## src/rtl/pipeline_pkg.sv

```systemverilog
// Shared types and constants for the pipeline stages.
// Holds the fetch FSM state encoding and the next-PC select codes.
package pipeline_pkg;

  localparam int INSTR_W = 32;
  localparam logic [INSTR_W-1:0] NOP_INSTR = 32'h0000_0000;

  typedef enum logic {
    FETCH = 1'b0,
    DRAIN = 1'b1
  } fetch_state_e;

  typedef enum logic [1:0] {
    PC_HOLD   = 2'd0,
    PC_INC    = 2'd1,
    PC_TARGET = 2'd2,
    PC_TGTQ   = 2'd3
  } pc_sel_e;

endpackage

```

## src/rtl/fetch_stage_if.sv

```systemverilog
// Instruction-memory read channel: request/address out, ready/data back.
interface fetch_stage_if;
  import pipeline_pkg::*;

  logic               imem_req;
  logic [31:0]        imem_addr;
  logic               imem_ready;
  logic [INSTR_W-1:0] imem_rdata;

  modport master (output imem_req, output imem_addr,
                  input  imem_ready, input imem_rdata);
  modport slave  (input  imem_req, input imem_addr,
                  output imem_ready, output imem_rdata);
endinterface

```

## src/rtl/pc_register.sv

```systemverilog
// Program counter flop with its next-PC mux.
// Increment wraps modulo 2^32; targets arrive already word-aligned.
module pc_register
  import pipeline_pkg::*;
#(
  parameter logic [31:0] RESET_PC = 32'h0000_0000
) (
  input  logic        clk,
  input  logic        rst,
  input  pc_sel_e     sel,
  input  logic [31:0] target,
  input  logic [31:0] tgt_q,
  output logic [31:0] pc,
  output logic [31:0] pc_plus4
);

  logic [31:0] pc_q;
  logic [31:0] pc_d;

  assign pc       = pc_q;
  assign pc_plus4 = pc_q + 32'd4;

  always_comb begin
    pc_d = pc_q;
    unique case (sel)
      PC_HOLD:   pc_d = pc_q;
      PC_INC:    pc_d = pc_plus4;
      PC_TARGET: pc_d = target;
      PC_TGTQ:   pc_d = tgt_q;
      default:   pc_d = pc_q;
    endcase
  end

  always_ff @(posedge clk) begin
    if (rst) begin
      pc_q <= RESET_PC;
    end else begin
      pc_q <= pc_d;
    end
  end

endmodule

```

## src/rtl/fetch_stage.sv

```systemverilog
// Instruction fetch stage: issues imem reads at the PC and loads the IF/ID register.
// A redirect that lands while a read is outstanding parks in DRAIN until that read returns.
module fetch_stage
  import pipeline_pkg::*;
#(
  parameter logic [31:0] RESET_PC = 32'h0000_0000
) (
  input  logic               clk,
  input  logic               rst,
  input  logic               stall,
  input  logic               pc_src,
  input  logic [31:0]        branch_target,
  fetch_stage_if.master      imem,
  output logic [INSTR_W-1:0] DR,
  output logic [31:0]        npc,
  output logic               dr_valid
);

  fetch_state_e       state_q, state_d;
  logic [31:0]        tgt_q, tgt_d;
  logic [INSTR_W-1:0] dr_q, dr_d;
  logic [31:0]        npc_q, npc_d;
  logic               valid_q, valid_d;

  pc_sel_e     pc_sel;
  logic [31:0] pc;
  logic [31:0] pc_plus4;
  logic [31:0] aligned_target;
  logic        imem_req;
  logic        accept;

  assign aligned_target = branch_target & ~32'h0000_0003;
  assign imem_req       = !rst;
  assign accept         = imem_req & imem.imem_ready & !stall & !pc_src & (state_q == FETCH);

  assign imem.imem_req  = imem_req;
  assign imem.imem_addr = pc;
  assign DR             = dr_q;
  assign npc            = npc_q;
  assign dr_valid       = valid_q;

  pc_register #(.RESET_PC(RESET_PC)) u_pc_register (
    .clk      (clk),
    .rst      (rst),
    .sel      (pc_sel),
    .target   (aligned_target),
    .tgt_q    (tgt_q),
    .pc       (pc),
    .pc_plus4 (pc_plus4)
  );

  always_comb begin
    state_d = state_q;
    tgt_d   = tgt_q;
    dr_d    = dr_q;
    npc_d   = npc_q;
    valid_d = valid_q;
    pc_sel  = PC_HOLD;
    unique case (state_q)
      FETCH: begin
        if (pc_src) begin
          dr_d    = NOP_INSTR;
          valid_d = 1'b0;
          if (imem.imem_ready || !imem_req) begin
            pc_sel = PC_TARGET;
          end else begin
            tgt_d   = aligned_target;
            state_d = DRAIN;
          end
        end else if (accept) begin
          dr_d    = imem.imem_rdata;
          npc_d   = pc_plus4;
          valid_d = 1'b1;
          pc_sel  = PC_INC;
        end
      end
      DRAIN: begin
        // The outstanding read is discarded; a same-cycle redirect beats the parked target.
        dr_d    = NOP_INSTR;
        valid_d = 1'b0;
        if (pc_src) begin
          tgt_d = aligned_target;
        end
        if (imem.imem_ready) begin
          pc_sel  = pc_src ? PC_TARGET : PC_TGTQ;
          state_d = FETCH;
        end
      end
      default: state_d = FETCH;
    endcase
  end

  always_ff @(posedge clk) begin
    if (rst) begin
      state_q <= FETCH;
      tgt_q   <= 32'h0000_0000;
      dr_q    <= NOP_INSTR;
      npc_q   <= 32'h0000_0000;
      valid_q <= 1'b0;
    end else begin
      state_q <= state_d;
      tgt_q   <= tgt_d;
      dr_q    <= dr_d;
      npc_q   <= npc_d;
      valid_q <= valid_d;
    end
  end

endmodule

```

## src/flat_wrapper.sv

```systemverilog
// flat-port wrapper written by rule: the top's interface ports become plain ports
module fetch_stage_flat import pipeline_pkg::*;
#(
  parameter logic [31:0] RESET_PC = 32'h0000_0000
)
  (clk, rst, stall, pc_src, branch_target, DR, npc, dr_valid, imem_imem_req, imem_imem_addr, imem_imem_ready, imem_imem_rdata);
  fetch_stage_if imem_i ();
  input  logic clk;
  input  logic rst;
  input  logic stall;
  input  logic pc_src;
  input  logic [31:0] branch_target;
  output logic [INSTR_W-1:0] DR;
  output logic [31:0] npc;
  output logic dr_valid;
  output wire logic [$bits(imem_i.imem_req)-1:0] imem_imem_req;
  output wire logic [$bits(imem_i.imem_addr)-1:0] imem_imem_addr;
  input wire logic [$bits(imem_i.imem_ready)-1:0] imem_imem_ready;
  input wire logic [$bits(imem_i.imem_rdata)-1:0] imem_imem_rdata;
  assign imem_imem_req = imem_i.imem_req;
  assign imem_imem_addr = imem_i.imem_addr;
  assign imem_i.imem_ready = imem_imem_ready;
  assign imem_i.imem_rdata = imem_imem_rdata;
  fetch_stage #(.RESET_PC(RESET_PC)) u_core (.clk(clk), .rst(rst), .stall(stall), .pc_src(pc_src), .branch_target(branch_target), .imem(imem_i), .DR(DR), .npc(npc), .dr_valid(dr_valid));
endmodule
```

## config.mk

```make
export PLATFORM = sky130hd
export DESIGN_NAME = fetch_stage_flat
export DESIGN_NICKNAME = d
export VERILOG_FILES = /design/src/rtl/pipeline_pkg.sv /design/src/rtl/fetch_stage_if.sv /design/src/rtl/pc_register.sv /design/src/rtl/fetch_stage.sv /design/src/flat_wrapper.sv
export SDC_FILE = /design/constraint.sdc
export NUM_CORES = 1
export LEC_CHECK = 0
export BUFFER_PORTS_ARGS = -buffer_cell sky130_fd_sc_hd__buf_2
export CAP_MARGIN = 10
export CORE_ASPECT_RATIO = 2
export CORE_MARGIN = 3
export CORE_UTILIZATION = 45
export CTS_BUF_LIST = sky130_fd_sc_hd__clkbuf_16
export CTS_CLUSTER_SIZE = 30
export DETAILED_ROUTE_END_ITERATION = 12
export PLACE_DENSITY = 0.7
export SLEW_MARGIN = 20
export SYNTH_ARGS = -nofsm -noshare
export SYNTH_HDL_FRONTEND = slang
export SYNTH_HIERARCHICAL = 1
export SYNTH_SLANG_ARGS = --single-unit
```

## constraint.sdc

```tcl
create_clock -name clk -period 5.9 [get_ports clk]
set_input_delay 0.885 -clock clk [delete_from_list [all_inputs] [get_ports clk]]
set_output_delay 0.885 -clock clk [all_outputs]
set_load 0.05 [all_outputs]
```

After elaboration in Yosys (flattened, before gate mapping). Cells that the tools add are included.

Word-level logic and storage cells: 48. Register bits after elaboration: 130.

Reduce and logical (&&, ||, !) cells: 7. $add $sub $neg: 1. Equality and inequality tests: 7. Multiplexer cells: 21. Bitwise gates (word level): 6.

Operators with widths (number): 2-to-1 mux 32 bit (5); case mux 32 bit (2 select lines) (2); case mux 32 bit (3 select lines) (1); adder 32 x 3 -> 32 bit (second input constant) (1); 2-to-1 mux 1 bit (7); 2-to-1 mux 2 bit (3); != test 2 bit (second input constant) (3); AND reduction 3 bit (2); AND 1 bit (4); equality test 2 bit (second input constant) (2); case mux 1 bit (2 select lines) (2); case mux 2 bit (2 select lines) (1); zero test 1 bit (3); != test 3 x 2 -> 1 bit (second input constant) (1); equality test 2 x 1 -> 1 bit (second input constant) (1); zero test 2 bit (1); NOT 1 bit (2); logical OR 1 bit (1).

Depth between registers and ports, before layout.
Depth after elaboration: 10. Gate-level depth with buffers: 10.

By module. Netlist, hierarchy kept.

By module, submodules not included: fetch_stage (sequential area each 1921.8 sq um, area an instance 3515.9 sq um, cells an instance 369, instances 1); pc_register (sequential area each 640.6 sq um, area an instance 2776.4 sq um, cells an instance 355, instances 1).

Worst setup path before layout. Ideal clock, no wire load.

Kind: input port to flip-flop. From: input rst. To: register u_core.u_pc_register.pc_q[17], in the netlist u_core/u_pc_register/pc[17]. Required time: 5.809 ns. Stages on the path: 8. Data arrival time: 2.795 ns. Setup slack: 3.014 ns. Cell sequence: buf_2 o21ai_0 and3b_1 clkbuf_1 inv_1 or4_1 or3_1 a311oi_1.

Word-level cells in the longest chain between the ends: 10.

Ends and longest elaborated chain: from (decl) (RTL line flat_wrapper.sv:9) `input logic rst;`; zero test 1 bit * (RTL line fetch_stage.sv:33) `assign imem_req = !rst;`; AND 1 bit * (4 in series) (RTL line fetch_stage.sv:34) `assign accept = imem_req & imem.imem_ready & !stall & !pc_src & (state_q == FETCH);`; 2-to-1 mux 1 bit * (RTL line fetch_stage.sv:70) `end else if (accept) begin`; 2-to-1 mux 2 bit * (RTL line fetch_stage.sv:61) `if (pc_src) begin`; case mux 2 bit (2 select lines) * (RTL line fetch_stage.sv:59) `unique case (state_q)`; via u_core.pc_sel[0] (RTL line fetch_stage.sv:25) `pc_sel_e pc_sel;`; equality test 2 bit or equality test 2 x 1 -> 1 bit (tied branches) (RTL line pc_register.sv:25) `unique case (sel)`; case mux 32 bit (3 select lines) (RTL line pc_register.sv:25); to (signal assigned) (RTL line pc_register.sv:38) `pc_q <= pc_d;`; to (decl) (RTL line pc_register.sv:17) `logic [31:0] pc_q;`.

Mark *: on every way through the listed nets, which the timed path passes. The rest lies on a longest branch. A chain may end at the register's enable or synchronous reset.

Worst setup path in the final report.
From: input rst. To: output imem_imem_req.

Word-level cells in the longest chain between the ends: 1.

Ends and longest elaborated chain: zero test 1 bit (RTL line fetch_stage.sv:33); to (decl) (RTL line flat_wrapper.sv:16) `output wire logic [$bits(imem_i.imem_req)-1:0] imem_imem_req;`.

No other way between the ends.

==> results.yml <==
status:
  status: "complete, no violations"
global_routing:
  antenna_found_initial: 0
  track_usage_pct: 22.2
  grt-ovfl-total: 0
  grt_start_max_net_pins: 62
  grt_pass1_wl_mm: 27.2
  grt_pass1_vias: 5375
place:
  post-place-ws_ns: 2.56
  dp.cells: 1017
  placed_area_um2: 7100
  port_buffers: 164
  dpl.hpwl_mm: 12.6
  place_congestion: 0.881
worst_setup_path:
  cp.arrival_ns: 2.30
  cp_max_fo: 61
  timing.rr.end: "u_core/u_pc_register/pc[17]$_SDFFE_PP0N_"
  crit_path_start_kind: "input pin"
  setup.worst_path.start: "rst"
  rr_startpoint: "u_core/state_q$_SDFF_PP0_"
  criticalPathCategory: "in2out"
  end_kind: "output pin"
  cp.required_ns: 5.02
  r2r_cells: 7
  reg2reg_slack_ns: 3.12
drt:
  avgRoutedWirePerCell_um: 16.3
  totalWireLength_mm: 17.1
  vias_per_cell: 5.53
  remaining_drc_errors: 0
  via_count: 5807
  dr.first_iter.drc_count: 294
  drtPass1Iterations: 5
  postRouteAntennaNets: 0
yosys:
  synth_cells: 724
  syn_area_per_cell_um2: 8.69
  yosysUniqueCellTypes: 67
  synth_seq_cells: 128
  netlist.top_cell.by_area: "dfxtp_1"
  async_reset_ff_share_pct: 0
  syn_area_um2: 6290
  synth_edf_count: 0
  yosysWarnings: 6
  netlist.area_leader.share_pct: 40.7
  synth_area_leaders: "dfxtp_1 41%, mux2i_1 7.5%, nand2_1 5.0%"
  yosysSeqAreaShare_pct: 40.7
  synthFlopType: "dfxtp_1"
power:
  total_power_mw: 2.33
  vdd_drop_max_mv: 0.177
  p_per_area_nw_per_um2: 303
  p_leak_nw: 3.10
clock_tree:
  path_clk_slew_ns: 0.06
  cts_setup_buffers: 0
  clockBufferDepth: 2
  cts_tree: "yes"
  htreeDepth: 4
  clock-root-buffer: "clkbuf_16"
  clock-sinks: 128
  worst_skew_pair.late_latency_ns: 0.41
  hold_buffers: 0
  cts_resized: 0
  numCtsBuffers: 17
timing:
  finalSetupViolations: 0
  min_period_over_period_pct: 53.9
  final-max-slew-violation-count: 0
  hold_viol_final: 0
  worst_pin_slew_ns: 0.868
  rsz0062_at_grt: "no"
  fmax_ghz: 0.314
  slew_headroom_pct: 41.6
  fin_ws_ns: 2.72
  fin_hold_ws_ns: 0.453
  tns_ns: 0
  skew_ns: 0.00942
  timing.final.crit_period_ns: 3.18
floorplan:
  initial_utilization_pct: 46.3
  dieWidth_um: 89.6
  die_y_um: 173
  rows: 60
  dieArea_um2: 15500
  ios: 167
  core-area_um2: 13600
final_layout:
  stdcell_count: 1050
  layout_common_cells: "164 x buf_2, 128 x dfxtp_1, 83 x nand2_1"
  fill_cells: 1289
  layout-drive-gt1-share_pct: 26.7
  postLayoutCoreUtil_pct: 56.7
  multi_input_area_um2: 3360
  ff_latch_area_um2: 2560
  insertedDiodeCount: 0
  area_growth_pct: 22.4
  layout_commonest_cell: "buf_2"
  fin_nets: 921
  final_cell_area_um2: 7700
min_path:
  min_to: "u_core/DR[25]$_SDFFE_PP0P_"
  hp-start: "u_core/DR[25]$_SDFFE_PP0P_"
  hp-class: "reg2reg"
  hold_depth: 2
job:
  cap_viol_max_count: 0
[sequential cells by signal (all words and copies together), names as in the netlist]
| signal | count |
|---|---|
| u_core/tgt_q | 30 |
| u_core/DR | 32 |
| u_core/u_pc_register/pc | 32 |
| u_core/npc | 32 |
| u_core/dr_valid | 1 |
| u_core/state_q | 1 |
[power breakdown]
group | internal, mW | switching, mW
combinational | 0.111 | 0.235
clock | 0.627 | 0.402
sequential | 0.904 | 0.0545
total | 1.64 | 0.691
[Yosys cell counts, types with 12 or more instances]
| cell | count |
|---|---|
| nand3_1 | 51 |
| o21ai_1 | 17 |
| a22o_1 | 31 |
| o21ai_0 | 28 |
| dfxtp_1 | 128 |
| nand4_1 | 19 |
| nor4_1 | 12 |
| xnor2_1 | 25 |
| a21oi_1 | 49 |
| clkbuf_1 | 31 |
| nor2_1 | 24 |
| nand2_1 | 83 |
| mux2i_1 | 47 |
| a211oi_1 | 12 |
| buf_2 | 23 |
[kinds of logic after synthesis]
group	Yosys count	synth area share (%)
AOI/OAI and AO/OA	175	18.3
xor gates and xnor gates	35	4.87
adders and majority gates	1	0.199
buffers and inverters	83	6.34
DFF	128	40.7
muxes	56	9.27
other	1	0.0596
and+or+nand+nor	245	20.3
[metal layers]
layer / vias up / routed length, um / GRT usage, %
li1: 2885 / - / -
met5: - / 0 / 0
met1: 2650 / 6720 / 25.3
met3: 47 / 1100 / 3.85
met2: 225 / 8450 / 37.3
met4: 0 / 823 / 12.9
[worst max-delay path by stage]
stage / endpoint / slack (ns) / cells after the start
after floorplan: u_core/u_pc_register/pc[17]$_SDFFE_PP0N_ / 3.01 / 8
after global placement: u_core/u_pc_register/pc[17]$_SDFFE_PP0N_ / 2.58 / 7
after detailed placement: u_core/u_pc_register/pc[17]$_SDFFE_PP0N_ / 2.56 / 7
after CTS: imem_imem_req / 2.69 / 5
after global routing: imem_imem_req / 2.57 / 5
final: imem_imem_req / 2.72 / 5
[final cells by class]
| cell class | count | share of cell area [%] |
|---|---|---|
| multi-input combinational | 516 | 43.6 |
| sequential | 128 | 33.3 |
| timing repair buffer | 176 | 11.9 |
| clock buffer | 17 | 5.52 |
| tap | 186 | 3.02 |
| clock inverter | 15 | 2.05 |
| inverter | 12 | 0.585 |
[critical path, cell delays in order]
cell      delay, ns
buf_2          0.11
buf_4          0.52
clkinv_1       0.14
buf_4          0.33
buf_2          0.29
(Power assumes the default switching activity.)
